$ cat src/rtl/process_scheduler.sv
// -----------------------------------------------------------------------------
// process_scheduler
//
// Round-robin time-slice scheduler for up to NPROC user processes (ids
// 1..NPROC). A start pulse loads the process count and marks those processes
// unfinished. The scheduler then cycles through them. Each slice lasts QUANTUM
// retired instructions. A slice ends early on an IN/OUT yield. A finished
// process is dropped without a context save.
//
// Ports
//   clock        : single clock, rising edge
//   reset        : asynchronous active-high reset
//   start        : one-cycle launch pulse (honoured in IDLE/DONE only)
//   num_procs    : process count, sampled with an accepted start
//   instr_step   : one instruction of cur_proc retired this cycle
//   io_yield     : cur_proc executed IN/OUT and yields
//   proc_end     : cur_proc executed its end instruction
//   save_done    : context-save routine finished
//   switch_req   : request context save of cur_proc (high throughout SAVE)
//   cur_proc     : running process id, 0 when none
//   pc_base      : cur_proc * PROC_STRIDE
//   quantum_left : instructions remaining in the current slice
//   busy         : high in SELECT, RUN and SAVE
//   all_done     : high in DONE
// -----------------------------------------------------------------------------
module process_scheduler #(
  parameter int NPROC       = 10,
  parameter int QUANTUM     = 16,
  parameter int PROC_STRIDE = 300
) (
  input  logic        clock,
  input  logic        reset,
  input  logic        start,
  input  logic [3:0]  num_procs,
  input  logic        instr_step,
  input  logic        io_yield,
  input  logic        proc_end,
  input  logic        save_done,
  output logic        switch_req,
  output logic [3:0]  cur_proc,
  output logic [31:0] pc_base,
  output logic [7:0]  quantum_left,
  output logic        busy,
  output logic        all_done
);

  typedef enum logic [2:0] {
    S_IDLE,
    S_SELECT,
    S_RUN,
    S_SAVE,
    S_DONE
  } state_t;

  state_t      state;
  state_t      state_nxt;

  logic [3:0]  count;
  logic [15:0] unf;          // bit i set while process i is unfinished

  logic        accept;
  logic        pick;
  logic        go_done;
  logic        finish;
  logic        dec;

  logic [3:0]  eff_count;
  logic [15:0] start_mask;
  logic [4:0]  cand;
  logic        sel_found;
  logic [3:0]  sel_id;
  logic [31:0] sel_pc;

  // Requests for more processes than exist are saturated to NPROC.
  function automatic logic [3:0] clamp_count(input logic [3:0] n);
    if (n > 4'(NPROC)) begin
      return 4'(NPROC);
    end
    return n;
  endfunction

  assign eff_count = clamp_count(num_procs);

  always_comb begin
    start_mask = '0;
    for (int i = 1; i < 16; i++) begin
      start_mask[i] = (i <= int'(eff_count));
    end
  end

  // Scan upward from the id after cur_proc and wrap from count back to 1.
  // The last candidate examined is cur_proc itself. This lets a sole
  // survivor be re-picked. cur_proc <= count always holds, and so does
  // k <= count. A single subtraction therefore performs the wrap.
  always_comb begin
    sel_found = 1'b0;
    sel_id    = 4'd0;
    cand      = 5'd0;
    for (int k = 1; k <= NPROC; k++) begin
      cand = {1'b0, cur_proc} + 5'(k);
      if (cand > {1'b0, count}) begin
        cand = cand - {1'b0, count};
      end
      if (!sel_found && (k <= int'(count)) && unf[cand[3:0]]) begin
        sel_found = 1'b1;
        sel_id    = cand[3:0];
      end
    end
  end

  assign sel_pc = 32'(sel_id) * 32'(PROC_STRIDE);

  always_ff @(posedge clock or posedge reset) begin
    if (reset) begin
      state <= S_IDLE;
    end else begin
      state <= state_nxt;
    end
  end

  always_comb begin
    state_nxt = state;
    accept    = 1'b0;
    pick      = 1'b0;
    go_done   = 1'b0;
    finish    = 1'b0;
    dec       = 1'b0;
    case (state)
      S_IDLE, S_DONE: begin
        if (start && (num_procs != 4'd0)) begin
          accept    = 1'b1;
          state_nxt = S_SELECT;
        end
      end
      S_SELECT: begin
        if (sel_found) begin
          pick      = 1'b1;
          state_nxt = S_RUN;
        end else begin
          go_done   = 1'b1;
          state_nxt = S_DONE;
        end
      end
      S_RUN: begin
        // Priority: process end, then IN/OUT yield, then quantum expiry.
        if (proc_end) begin
          finish    = 1'b1;
          state_nxt = S_SELECT;
        end else if (io_yield) begin
          state_nxt = S_SAVE;
        end else if (instr_step) begin
          dec = 1'b1;
          if (quantum_left == 8'd1) begin
            state_nxt = S_SAVE;
          end
        end
      end
      S_SAVE: begin
        if (save_done) begin
          state_nxt = S_SELECT;
        end
      end
      default: begin
        state_nxt = S_IDLE;
      end
    endcase
  end

  always_ff @(posedge clock or posedge reset) begin
    if (reset) begin
      count        <= 4'd0;
      unf          <= '0;
      cur_proc     <= 4'd0;
      pc_base      <= 32'd0;
      quantum_left <= 8'd0;
    end else begin
      if (accept) begin
        count    <= eff_count;
        unf      <= start_mask;
        cur_proc <= 4'd0;
        pc_base  <= 32'd0;
      end
      if (pick) begin
        cur_proc     <= sel_id;
        pc_base      <= sel_pc;
        quantum_left <= 8'(QUANTUM);
      end
      if (go_done) begin
        cur_proc <= 4'd0;
        pc_base  <= 32'd0;
      end
      if (finish) begin
        unf[cur_proc] <= 1'b0;
      end
      if (dec) begin
        quantum_left <= quantum_left - 8'd1;
      end
    end
  end

  assign switch_req = (state == S_SAVE);
  assign busy       = (state == S_SELECT) || (state == S_RUN) || (state == S_SAVE);
  assign all_done   = (state == S_DONE);

endmodule

$ cat config.mk
export PLATFORM = sky130hd
export DESIGN_NAME = process_scheduler
export DESIGN_NICKNAME = d
export VERILOG_FILES = /design/src/rtl/process_scheduler.sv
export SDC_FILE = /design/constraint.sdc
export NUM_CORES = 1
export LEC_CHECK = 0
export CORE_MARGIN = 4
export CORE_UTILIZATION = 50
export CTS_CLUSTER_DIAMETER = 80
export DETAILED_ROUTE_END_ITERATION = 16
export PLACE_DENSITY = 0.7
export SYNTH_ARGS = -nofsm -noshare
export SYNTH_HDL_FRONTEND = slang
export SYNTH_SLANG_ARGS = --single-unit
$ cat constraint.sdc
create_clock -name clock -period 13.3 [get_ports clock]
set_input_delay 1.995 -clock clock [delete_from_list [all_inputs] [get_ports clock]]
set_output_delay 1.995 -clock clock [all_outputs]
set_load 0.005 [all_outputs]
==> results of run 1 <==
## synthesized netlist by cell type (all sizes together) (9+ instances only)
cell type	number
o21ai	78
nand2	67
nor2	61
a21oi	60
ha	51
buf	50
dfrtp	45
inv	45
mux2i	41
nor3	39
a211oi	31
nand3	30
clkbuf	25
o211ai	21
nand2b	20
o2111ai	18
a21o	16
xnor2	14
and2	12
nand4	12
nor4	12
a221oi	11
o221ai	11
or2	11
or3	11
xor2	11
a211o	10
o21a	10
o31ai	10
a31oi	9
nor2b	9
## cell usage in the layout, fill, tap and decap left out, drive strengths merged, types with 8 or more instances in the layout
cell type / instances
o22ai: 8
and2: 12
nand4: 12
o31ai: 10
dfrtp: 45
and3: 8
ha: 51
o2111ai: 18
nor3: 39
a221oi: 11
o21a: 10
buf: 8
nor2: 61
a21oi: 60
a211o: 10
a31oi: 9
a21o: 16
nand2: 67
inv: 45
clkdlybuf4s50: 36
xor2: 11
o221ai: 11
or3: 11
o21ai: 78
a211oi: 31
nand3: 30
conb: 21
nor2b: 9
o211ai: 21
nor4: 12
mux2i: 41
or2: 11
xnor2: 14
nand2b: 20
## worst min-delay path: cells and delay by family (launching register included)
family | cells | cell delay, ns
AND/OR/NAND/NOR | 1 | 0.05
AO/OA/AOI/OAI | 1 | 0.06
flip-flops | 1 | 0.34
## through the flow
| stage | hold slack (ns) | setup slack, ns | cells |
|---|---|---|---|
| 3_3_place_gp | 0.472 | 5.76 | 1196 |
| 3_5_place_dp | 0.479 | 5.58 | 1196 |
| 5_1_grt | 0.528 | 4.88 | 1202 |
| 4_1_cts | 0.493 | 5.51 | 1202 |
| 6_report | 0.485 | 5.41 | 1202 |
| 2_1_floorplan | 0.479 | 6.61 | 1016 |
## logic make-up (layout without fill, tap and decap cells)
logic type                 count (synthesis)  after routing
DFF                                       45             45
xor gates and xnor gates                  25             25
adders and majority gates                 57             57
other                                      1             21
AOI/OAI and AO/OA                        380            380
buffers and inverters                    122             97
muxes                                     47             47
and+or+nand+nor                          319            319
## metal layers
layer | global-route usage | up-vias | routed length, um
met3 | 0.0408 | 120 | 2670
li1 | - | 3819 | -
met2 | 0.480 | 532 | 12100
met1 | 0.419 | 3954 | 11500
met4 | 0.126 | 0 | 1430
met5 | 0 | - | 0
## flip-flops by register name, indices dropped and copies added (netlist names)
register and cells:
count 4, cur_proc 4, pc_base 10, quantum_left 8, state 3, unf 16
## layout make-up
type	instances	area, um^2	area share
clock buffers	5	125	0.0151
clock inverters	1	5.00	0.000604
inverters	47	176	0.0213
multi-input cells	849	6170	0.744
flip-flops and latches	45	1130	0.136
well taps	211	264	0.0319
repair buffers	44	420	0.0508
## how the worst min path moves through the flow
stage	endpoint	slack [ns]	cells after the start
floorplan	pc_base[10]	0.48	2
global placement	pc_base[6]	0.47	2
detailed placement	pc_base[8]	0.48	2
CTS	pc_base[10]	0.49	2
global route	quantum_left[6]	0.53	1
finish	pc_base[10]	0.49	2
==> summary.txt, run 1 <==
Global route
  • Vias in the first global route: 7742
  • Largest net degree at the start of global routing: 46
  • Initial antenna violation count: 0
  • Grt ovf: 0
  • Global-route wire length before repair: 43700 um
  • GRT Total Usage: 0.304

Routing
  • Post-route ant nets: 0
  • Routed len/inst: 23.1 um
  • Post-Route WL: 27800 um
  • Pre-antenna DRT Iters: 7
  • Routed vias/inst: around 7.0
  • DR iter-0 viols: 924
  • Vias: 8425
  • # DRC: 0

Placement
  • Hpwl dp: 20700 um
  • Post-DP Area: 0.00815 mm^2
  • Port Buffer Count: 36
  • GPL Wtd Cong: roughly 1.1

Cells and area
  • Ratio of cells with drive above 1 in the final layout: 0.0797
  • Nets: 1060
  • Design Area, Final: 0.00828 mm^2
  • Layout fillers: 1476
  • Area Overhead vs Synth: 5.72%
  • Post-layout util: 0.543
  • Number of diodes: 0

Synth
  • Top-area cell type share of the netlist area: 0.144
  • Fraction of the mapped netlist area in simple logic gates: 0.225
  • Leading post-synthesis cells by cell area: dfrtp_1 14%, ha_1 8.1%, mux2i_1 5.1%, o21ai_0 3.7%, a21oi_1 3.4%
  • Share of flip-flops with an asynchronous set or reset: 1.00
  • Largest area contributor in the netlist: dfrtp_1
  • Post-synthesis compound-gate area fraction: 0.363
  • Multiplexer share of the synthesized area: 0.0620
  • Post-synthesis xor/xnor area fraction: 0.0299
  • Post-Syn Area per Cell: approximately 8 um^2
  • Cells after Synth: 996
  • Synth Flop Type: dfrtp_1
  • Synth Area in Adders: 0.0968
  • Number of synthesis warnings: 0
  • Largest family of logic cells by synthesized area: compound AO/OA/AOI/OAI gates
  • Flops & latches, synth: 45
  • Post-synth EDFFs: 0
  • Cell area after synthesis: ~0.0078 mm^2
  • Seq/Total Area, Yosys: 0.144
  • Synth unique cells: roughly 120

Setup path
  • Crit Path Class: register to register
  • CP endpoint kind: register
  • Critical Path RT: about 14 ns
  • Startpoint Class: register
  • Family with the most delay on the worst path: compound AO/OA/AOI/OAI gates
  • Critical Path End: pc_base[11]
  • CP Depth: 28
  • CP max FO: 21
  • CP startpoint: cur_proc[1]
  • RR Endpoint: pc_base[11]
  • Critical Path Most Common Cell: ha_1
  • Worst EP arrival: 8.10 ns
  • RR Startpoint: cur_proc[1]
  • Buf+Inv Stages, Crit Path: 5
  • R2R Setup Slk: 5.41 ns
  • Slowest stage delay, CP: 0.65 ns
  • Slowest-stage cell, CP: ha_1
  • R2R cell count: 28

STA
  • Slew HR: 0.160
  • Worst Tran Pin Value: ~1.2 ns
  • Setup TNS: 0 ns
  • Fmax achieved: 127 MHz
  • Final hold violation count: 0
  • Final Max Slew Viols: 0
  • Setup violators final: 0
  • RSZ-0062 raised after global routing: false
  • Final Cycle Share: 0.593
  • Worst Clk Skew: 0.00391 ns
  • Final Critical Period: slightly below 8 ns

Clock network
  • Clk Tree Root Cell: clkbuf_16
  • # Post-CTS Setup Buffers: 0
  • CTS tree: yes
  • Inserted Clock Buffers: 5
  • H-tree levels: 2
  • Cts repair resizes: 0
  • Hold_buf cts: 0
  • CTS Buffer Depth: 2
  • Clock sinks: 45
  • Clk Latency, worst-skew pair: 0.28 ns
  • Clk pin slew, worst setup/hold paths: 0.06 ns

Floorplan
  • Row count: 45
  • Ports: just under 60
  • Core ar.: 0.0153 mm^2
  • Die area: 0.0177 mm^2
  • Die extent in x: around 130 um
  • Starting Density: 0.513
  • Die H: 133 um

Outcome
  • Outcome: finished, final reports clean

Hold path
  • Hold WC Path Type: register to register
  • Worst Min Path Start: pc_base[10]

Run
  • Max cap viols: 0
Power of run 1 is left out: the tool's default activity adds up to more than one toggle a clock period on the data nets, which glitch-free logic cannot reach.
==> inputs of run 2 (changes only) <==
==> constraint.sdc (replaced) <==
create_clock -name clock -period 7.8 [get_ports clock]
set_input_delay 1.17 -clock clock [delete_from_list [all_inputs] [get_ports clock]]
set_output_delay 1.17 -clock clock [all_outputs]
set_load 0.005 [all_outputs]
==> run 2 against run 1 <==
Effect of this change: utilization grew 1.3 points; cell area grew 2.5%; sequential share of layout area shrank 0.33 points; via count grew 1.0%; hold slack gained 0.0025 ns; global-route usage grew 0.62 points; register-to-register slack lost 4.9 ns; setup slack lost 4.9 ns; largest cell class unchanged.
==> summary.txt, run 2 (synthesis gave the netlist of run 1 again) <==
Routing
  • Routed len/inst: 23.4 um (+1.4%)
  • DR iter-0 viols: 1049 (+14%)
  • Routed vias/inst: 6.95 (-0.81%)
  • Post-route ant nets: 0 (unchanged)
  • # DRC: 0 (unchanged)
  • Pre-antenna DRT Iters: 6 (-1)
  • Post-Route WL: 28700 um (+3.2%)
  • Vias: 8510 (+1.0%)

Setup path
  • Slowest-stage cell, CP: a2111oi_1
  • CP endpoint kind: register
  • Worst EP arrival: 7.54 ns (-0.56 ns)
  • Slowest stage delay, CP: 0.71 ns (+0.06 ns)
  • Crit Path Class: register to register
  • Buf+Inv Stages, Crit Path: 4 (-1)
  • R2R cell count: 26 (-7.1%)
  • Startpoint Class: register
  • RR Startpoint: cur_proc[2]
  • RR Endpoint: pc_base[11]
  • Critical Path Most Common Cell: ha_1
  • Critical Path RT: 8.02 ns (-5.49 ns)
  • Family with the most delay on the worst path: compound AO/OA/AOI/OAI gates
  • R2R Setup Slk: 0.48 ns (-4.93 ns)
  • CP max FO: 9 (-57%)

Floorplan
  • Row count: 45 (unchanged)
  • Die extent in x: 133 um (unchanged)
  • Die area: 0.0177 mm^2 (unchanged)
  • Die H: 133 um (unchanged)
  • Ports: 58 (unchanged)
  • Core ar.: 0.0153 mm^2 (unchanged)
  • Starting Density: 0.513 (unchanged)

STA
  • RSZ-0062 raised after global routing: false
  • Final Max Slew Viols: 0 (unchanged)
  • Worst Tran Pin Value: 0.993 ns (-0.250 ns)
  • Final hold violation count: 0 (unchanged)
  • Fmax achieved: 137 MHz (+7.7%)
  • Post-route setup slack: 0.479 ns (-4.93 ns)
  • Setup TNS: 0 ns (unchanged)
  • Worst Clk Skew: 0.00688 ns (+0.00297 ns)
  • Final Cycle Share: 0.939 (+0.346)
  • Setup violators final: 0 (unchanged)
  • Final Critical Period: 7.32 ns (-0.567 ns)
  • Hold slack: 0.488 ns (+0.00245 ns)
  • Slew HR: 0.337 (+0.177)

Cells and area
  • Largest Register: unf
  • Design Area, Final: 0.00849 mm^2 (+2.5%)
  • Ratio of cells with drive above 1 in the final layout: 0.0987 (+0.0190)
  • Top flop regs: unf: 16 flops, pc_base: 10 flops, quantum_left: 8 flops
  • Commonest non-fill, non-tap cell in the layout: nand2_1
  • Most frequent cells in the layout: 67 x nand2_1, 60 x nor2_1, 58 x o21ai_0
  • Max FFs per register: 16 (unchanged)
  • Area Overhead vs Synth: 8.34%
  • Number of diodes: 0 (unchanged)
  • Nets: 1080 (+1.9%)

Clock network
  • Clk pin slew, worst setup/hold paths: 0.07 ns (about the same)
  • H-tree levels: 2 (unchanged)
  • CTS Buffer Depth: 2 (unchanged)
  • Clk Latency, worst-skew pair: 0.29 ns (about the same)
  • Clk Tree Root Cell: clkbuf_16
  • CTS tree: yes
  • Clock sinks: 45 (unchanged)
  • Inserted Clock Buffers: 5 (unchanged)

Global route
  • Largest net degree at the start of global routing: 46 (unchanged)
  • Global-route wire length before repair: 44700 um (+2.3%)
  • GRT Total Usage: 0.310 (+0.00625)
  • Vias in the first global route: 7961 (+2.8%)
  • Grt ovf: 0 (unchanged)
  • Initial antenna violation count: 0 (unchanged)

Outcome
  • Outcome: finished, final reports clean

Placement
  • Hpwl dp: 21700 um (+5.0%)
  • Post-DP Area: 0.00830 mm^2 (+1.8%)
  • Port Buffer Count: 36 (unchanged)
  • GPL Wtd Cong: 1.04 (-2.3%)
  • Place WS: 0.521 ns (-5.06 ns)

Hold path
  • Worst hold stages: 2 (unchanged)
  • WHS Endpoint: pc_base[6]
  • Worst Min Path Start: pc_base[6]
  • Hold WC Path Type: register to register

Run
  • Max cap viols: 0 (unchanged)
## run 2: layer usage
layer / track usage / part of all wire
met1: 0.421 / 0.40
met2: 0.477 / 0.44
met3: 0.0514 / 0.11
met4: 0.155 / 0.056
met5: 0 / 0
## run 2: cell type report
cell class                 count  area (um^2)
tap                          211          264
multi-input combinational    849         6180
clock inverter                 2         38.8
inverter                      47          176
sequential                    45         1130
fill                        1455         6770
clock buffer                   6          129
timing repair buffer          64          571
## run 2: what timing repair did
item                       in CTS  in global routing
buffers inserted                0                  0
hold buffers                    0                  0
setup endpoints to repair       0                  1
resized for setup               0                  2
## run 2: tightest hold or removal path, stage by stage (launching register included)
cell and delay [ns]:
dfrtp_1 0.34, nand2_1 0.05, o21ai_1 0.06
## run 2: per-stage QoR
step | instances | util
after floorplan | 1016 | -
after global placement | 1216 | 0.544
after detailed placement | 1216 | 0.544
after CTS | 1224 | 0.555
after global routing | 1224 | 0.556
final | 1224 | 0.556
## run 2: worst max path at each step
stage | from | endpoint | depth (start not counted) | slack (ns)
detailed placement | cur_proc[1] | pc_base[11] | 28 | 0.52
finish | cur_proc[2] | pc_base[11] | 26 | 0.48
global route | cur_proc[2] | pc_base[11] | 27 | 0.07
global placement | cur_proc[2] | pc_base[11] | 27 | 0.67
CTS | cur_proc[1] | pc_base[11] | 28 | 0.50
floorplan | cur_proc[1] | pc_base[11] | 28 | 1.11
Power of run 2 is left out for the same reason.
==> inputs of run 3 (changes only) <==
--- a/config.mk
+++ b/config.mk
@@ -5,11 +5,13 @@
 export SDC_FILE = /design/constraint.sdc
 export NUM_CORES = 1
 export LEC_CHECK = 0
+export ABC_AREA = 1
 export CORE_MARGIN = 4
 export CORE_UTILIZATION = 50
 export CTS_CLUSTER_DIAMETER = 80
 export DETAILED_ROUTE_END_ITERATION = 16
-export PLACE_DENSITY = 0.7
+export PLACE_DENSITY = 0.71
+export SKIP_LAST_GASP = 1
 export SYNTH_ARGS = -nofsm -noshare
 export SYNTH_HDL_FRONTEND = slang
 export SYNTH_SLANG_ARGS = --single-unit
==> run 3 against run 2 <==
Effect of this change: synthesized cell count rose by 5.2%; via count fell by 14%; first-iteration DRC count fell by 9.3%; sequential share of layout area rose by 2.5 points; setup slack improved by 0.38 ns; register-to-register slack improved by 0.38 ns; routed wire length fell by 21%; cell count rose by 1.2%; sequential cell count did not move; critical path depth rose by 6.
==> summary.txt, run 3 <==
Floorplan
  • Row count: 41 (-8.9%)
  • Starting Density: 0.517 (+0.00400)
  • Die area: 0.0151 mm^2 (-15%)
  • Ports: 58 (unchanged)
  • Core ar.: 0.0128 mm^2 (-16%)
  • Die H: 123 um (-7.7%)
  • Die extent in x: 123 um (-7.7%)

Synth
  • Post-synth EDFFs: 0 (unchanged)
  • Share of flip-flops with an asynchronous set or reset: 1.00 (unchanged)
  • Flops & latches, synth: 45 (unchanged)
  • Number of synthesis warnings: 0 (unchanged)
  • Seq/Total Area, Yosys: 0.170 (+0.0266)
  • Synth unique cells: 58 (-51%)
  • Synth Flop Type: dfrtp_1
  • Post-Syn Area per Cell: 6.31 um^2 (-20%)
  • Top-area cell type share of the netlist area: 0.170 (+0.0266)
  • Synth top cells by count: 266 x nand2_1, 167 x nand3_1, 120 x inv_1
  • Cell with the most instances after synthesis: nand2_1
  • Largest area contributor in the netlist: dfrtp_1
  • Cells after Synth: 1048 (+5.2%)
  • Cell area after synthesis: 0.00661 mm^2 (-16%)
  • Leading post-synthesis cells by cell area: dfrtp_1 17%, nand2_1 15%, nand3_1 13%, ha_1 9.7%, inv_1 6.8%

STA
  • Setup violators final: 0 (unchanged)
  • Final Critical Period: 6.94 ns (-0.382 ns)
  • Fmax achieved: 144 MHz (+5.5%)
  • Final hold violation count: 0 (unchanged)
  • Final Cycle Share: 0.890 (-0.0490)
  • Worst Clk Skew: 0.00618 ns (-0.000699 ns)
  • Setup TNS: 0 ns (unchanged)
  • Final Max Slew Viols: 0 (unchanged)
  • Worst Tran Pin Value: 1.04 ns (+0.0427 ns)
  • Slew HR: 0.307 (-0.0301)
  • Post-route setup slack: 0.861 ns (+0.382 ns)
  • RSZ-0062 raised after global routing: false

Clock network
  • Clk Tree Root Cell: clkbuf_16
  • CTS tree: yes
  • Inserted Clock Buffers: 5 (unchanged)
  • Hold_buf cts: 0 (unchanged)
  • H-tree levels: 2 (unchanged)
  • CTS Buffer Depth: 2 (unchanged)
  • Clock sinks: 45 (unchanged)
  • Clk Latency, worst-skew pair: 0.29 ns (about the same)
  • Clk pin slew, worst setup/hold paths: 0.07 ns (about the same)

Cells and area
  • Layout fillers: 1296 (-11%)
  • Number of diodes: 0 (unchanged)
  • Area Overhead vs Synth: 7.93%
  • Area taken by multi-input logic gates: 0.00478 mm^2 (-23%)
  • Max FFs per register: 16 (unchanged)
  • Register area: 0.00113 mm^2 (unchanged)
  • Largest Register: unf
  • Design Area, Final: 0.00713 mm^2 (-16%)
  • Nets: 1134 (+5.0%)
  • Commonest non-fill, non-tap cell in the layout: nand2_1
  • Most frequent cells in the layout: 266 x nand2_1, 167 x nand3_1, 119 x inv_1
  • Top flop regs: unf: 16 flops, pc_base: 10 flops, quantum_left: 8 flops
  • Ratio of cells with drive above 1 in the final layout: 0.0628 (-0.0359)

Routing
  • # DRC: 0 (unchanged)
  • DR iter-0 viols: 951 (-9.3%)
  • Met2 WL post-DR: 9460 um (-24%)
  • Routed len/inst: 18.4 um (-22%)
  • Routed vias/inst: 5.89 (-15%)
  • Vias: 7302 (-14%)
  • Max Used Layer: met4
  • Post-route ant nets: 0 (unchanged)
  • Routed wl met3: 2580 um (-17%)
  • Post-Route WL: 22700 um (-21%)
  • Wl on met1: 9880 um (-14%)
  • Pre-antenna DRT Iters: 6 (unchanged)

Outcome
  • Outcome: finished, final reports clean

Placement
  • Hpwl dp: 17200 um (-21%)
  • Place WS: 0.847 ns (+0.326 ns)
  • Port Buffer Count: 36 (unchanged)
  • GPL Wtd Cong: 1.01 (-2.3%)
  • Post-DP Area: 0.00699 mm^2 (-16%)

Setup path
  • Worst EP arrival: 7.11 ns (-0.43 ns)
  • Startpoint Class: register
  • Slowest-stage cell, CP: dfrtp_1
  • CP max FO: 15 (+6)
  • Slowest stage delay, CP: 0.70 ns (about the same)
  • CP endpoint kind: register
  • Crit Path Class: register to register
  • Critical Path RT: 7.97 ns (-0.05 ns)
  • Critical Path Most Common Cell: nand2_1

Global route
  • GRT Total Usage: 0.304 (-0.00651)
  • Vias in the first global route: 6586 (-17%)
  • Initial antenna violation count: 0 (unchanged)
  • Global-route wire length before repair: 35800 um (-20%)
  • Largest net degree at the start of global routing: 46 (unchanged)
  • Grt ovf: 0 (unchanged)

Hold path
  • Hold WC Path Type: register to register

Run
  • Max cap viols: 0 (unchanged)
[run 3: per-layer routing]
| layer | global-route usage | vias up |
|---|---|---|
| met4 | 0.104 | 0 |
| li1 | - | 3537 |
| met2 | 0.443 | 431 |
| met1 | 0.445 | 3252 |
| met3 | 0.0618 | 82 |
| met5 | 0 | - |
[run 3: kinds of logic (layout without fill, tap and decap cells)]
family          Yosys count  in the layout  share of synthesized area
buf+inv                 177            176                      0.118
other cells               1             21                   0.000567
flops                    45             45                      0.170
compound gates          187            187                      0.170
fa+ha+maj                57             57                      0.115
simple gates            556            556                      0.393
xor+xnor                 25             25                     0.0331
[run 3: worst max-delay path: cells and delay by family, from the launching register on]
| family | cells | cell delay (ns) |
|---|---|---|
| xor+xnor | 1 | 0.31 |
| compound gates | 8 | 1.84 |
| fa+ha+maj | 5 | 1.72 |
| buf+inv | 4 | 0.43 |
| simple gates | 14 | 1.82 |
| flops | 1 | 0.70 |
[run 3: timing repair]
item	in CTS	in global routing
gates resized for setup	0	1
endpoints found under the setup margin	0	3
setup buffers	0	0
[run 3: layout make-up]
cell class | instances | area share
multi-input cells | 846 | 0.670
flip-flops and latches | 45 | 0.158
inverters | 128 | 0.0673
repair buffers | 40 | 0.0547
well taps | 172 | 0.0302
clock buffers | 5 | 0.0175
clock inverters | 3 | 0.00246
[run 3: final timing paths]
path | end | from | slack (ns) | cells after the start
min in group asynchronous | quantum_left[5] | reset | 1.41 | 2
worst min-delay path | pc_base[11] | pc_base[11] | 0.49 | 2
max in group asynchronous | unf[13] | reset | 5.79 | 2
worst max register to register | pc_base[10] | cur_proc[1] | 0.86 | 32
worst max-delay path | pc_base[10] | cur_proc[1] | 0.86 | 32
worst min register to register | pc_base[11] | pc_base[11] | 0.49 | 2
[run 3: stage by stage]
step | std cells | hold WS (ns) | util
after CTS | 1239 | 0.485 | 0.559
after detailed placement | 1231 | 0.474 | 0.547
after floorplan | 1068 | 0.473 | -
after global placement | 1231 | 0.473 | 0.547
after global routing | 1239 | 0.519 | 0.559
final | 1239 | 0.486 | 0.559
Power of run 3 is left out for the same reason.
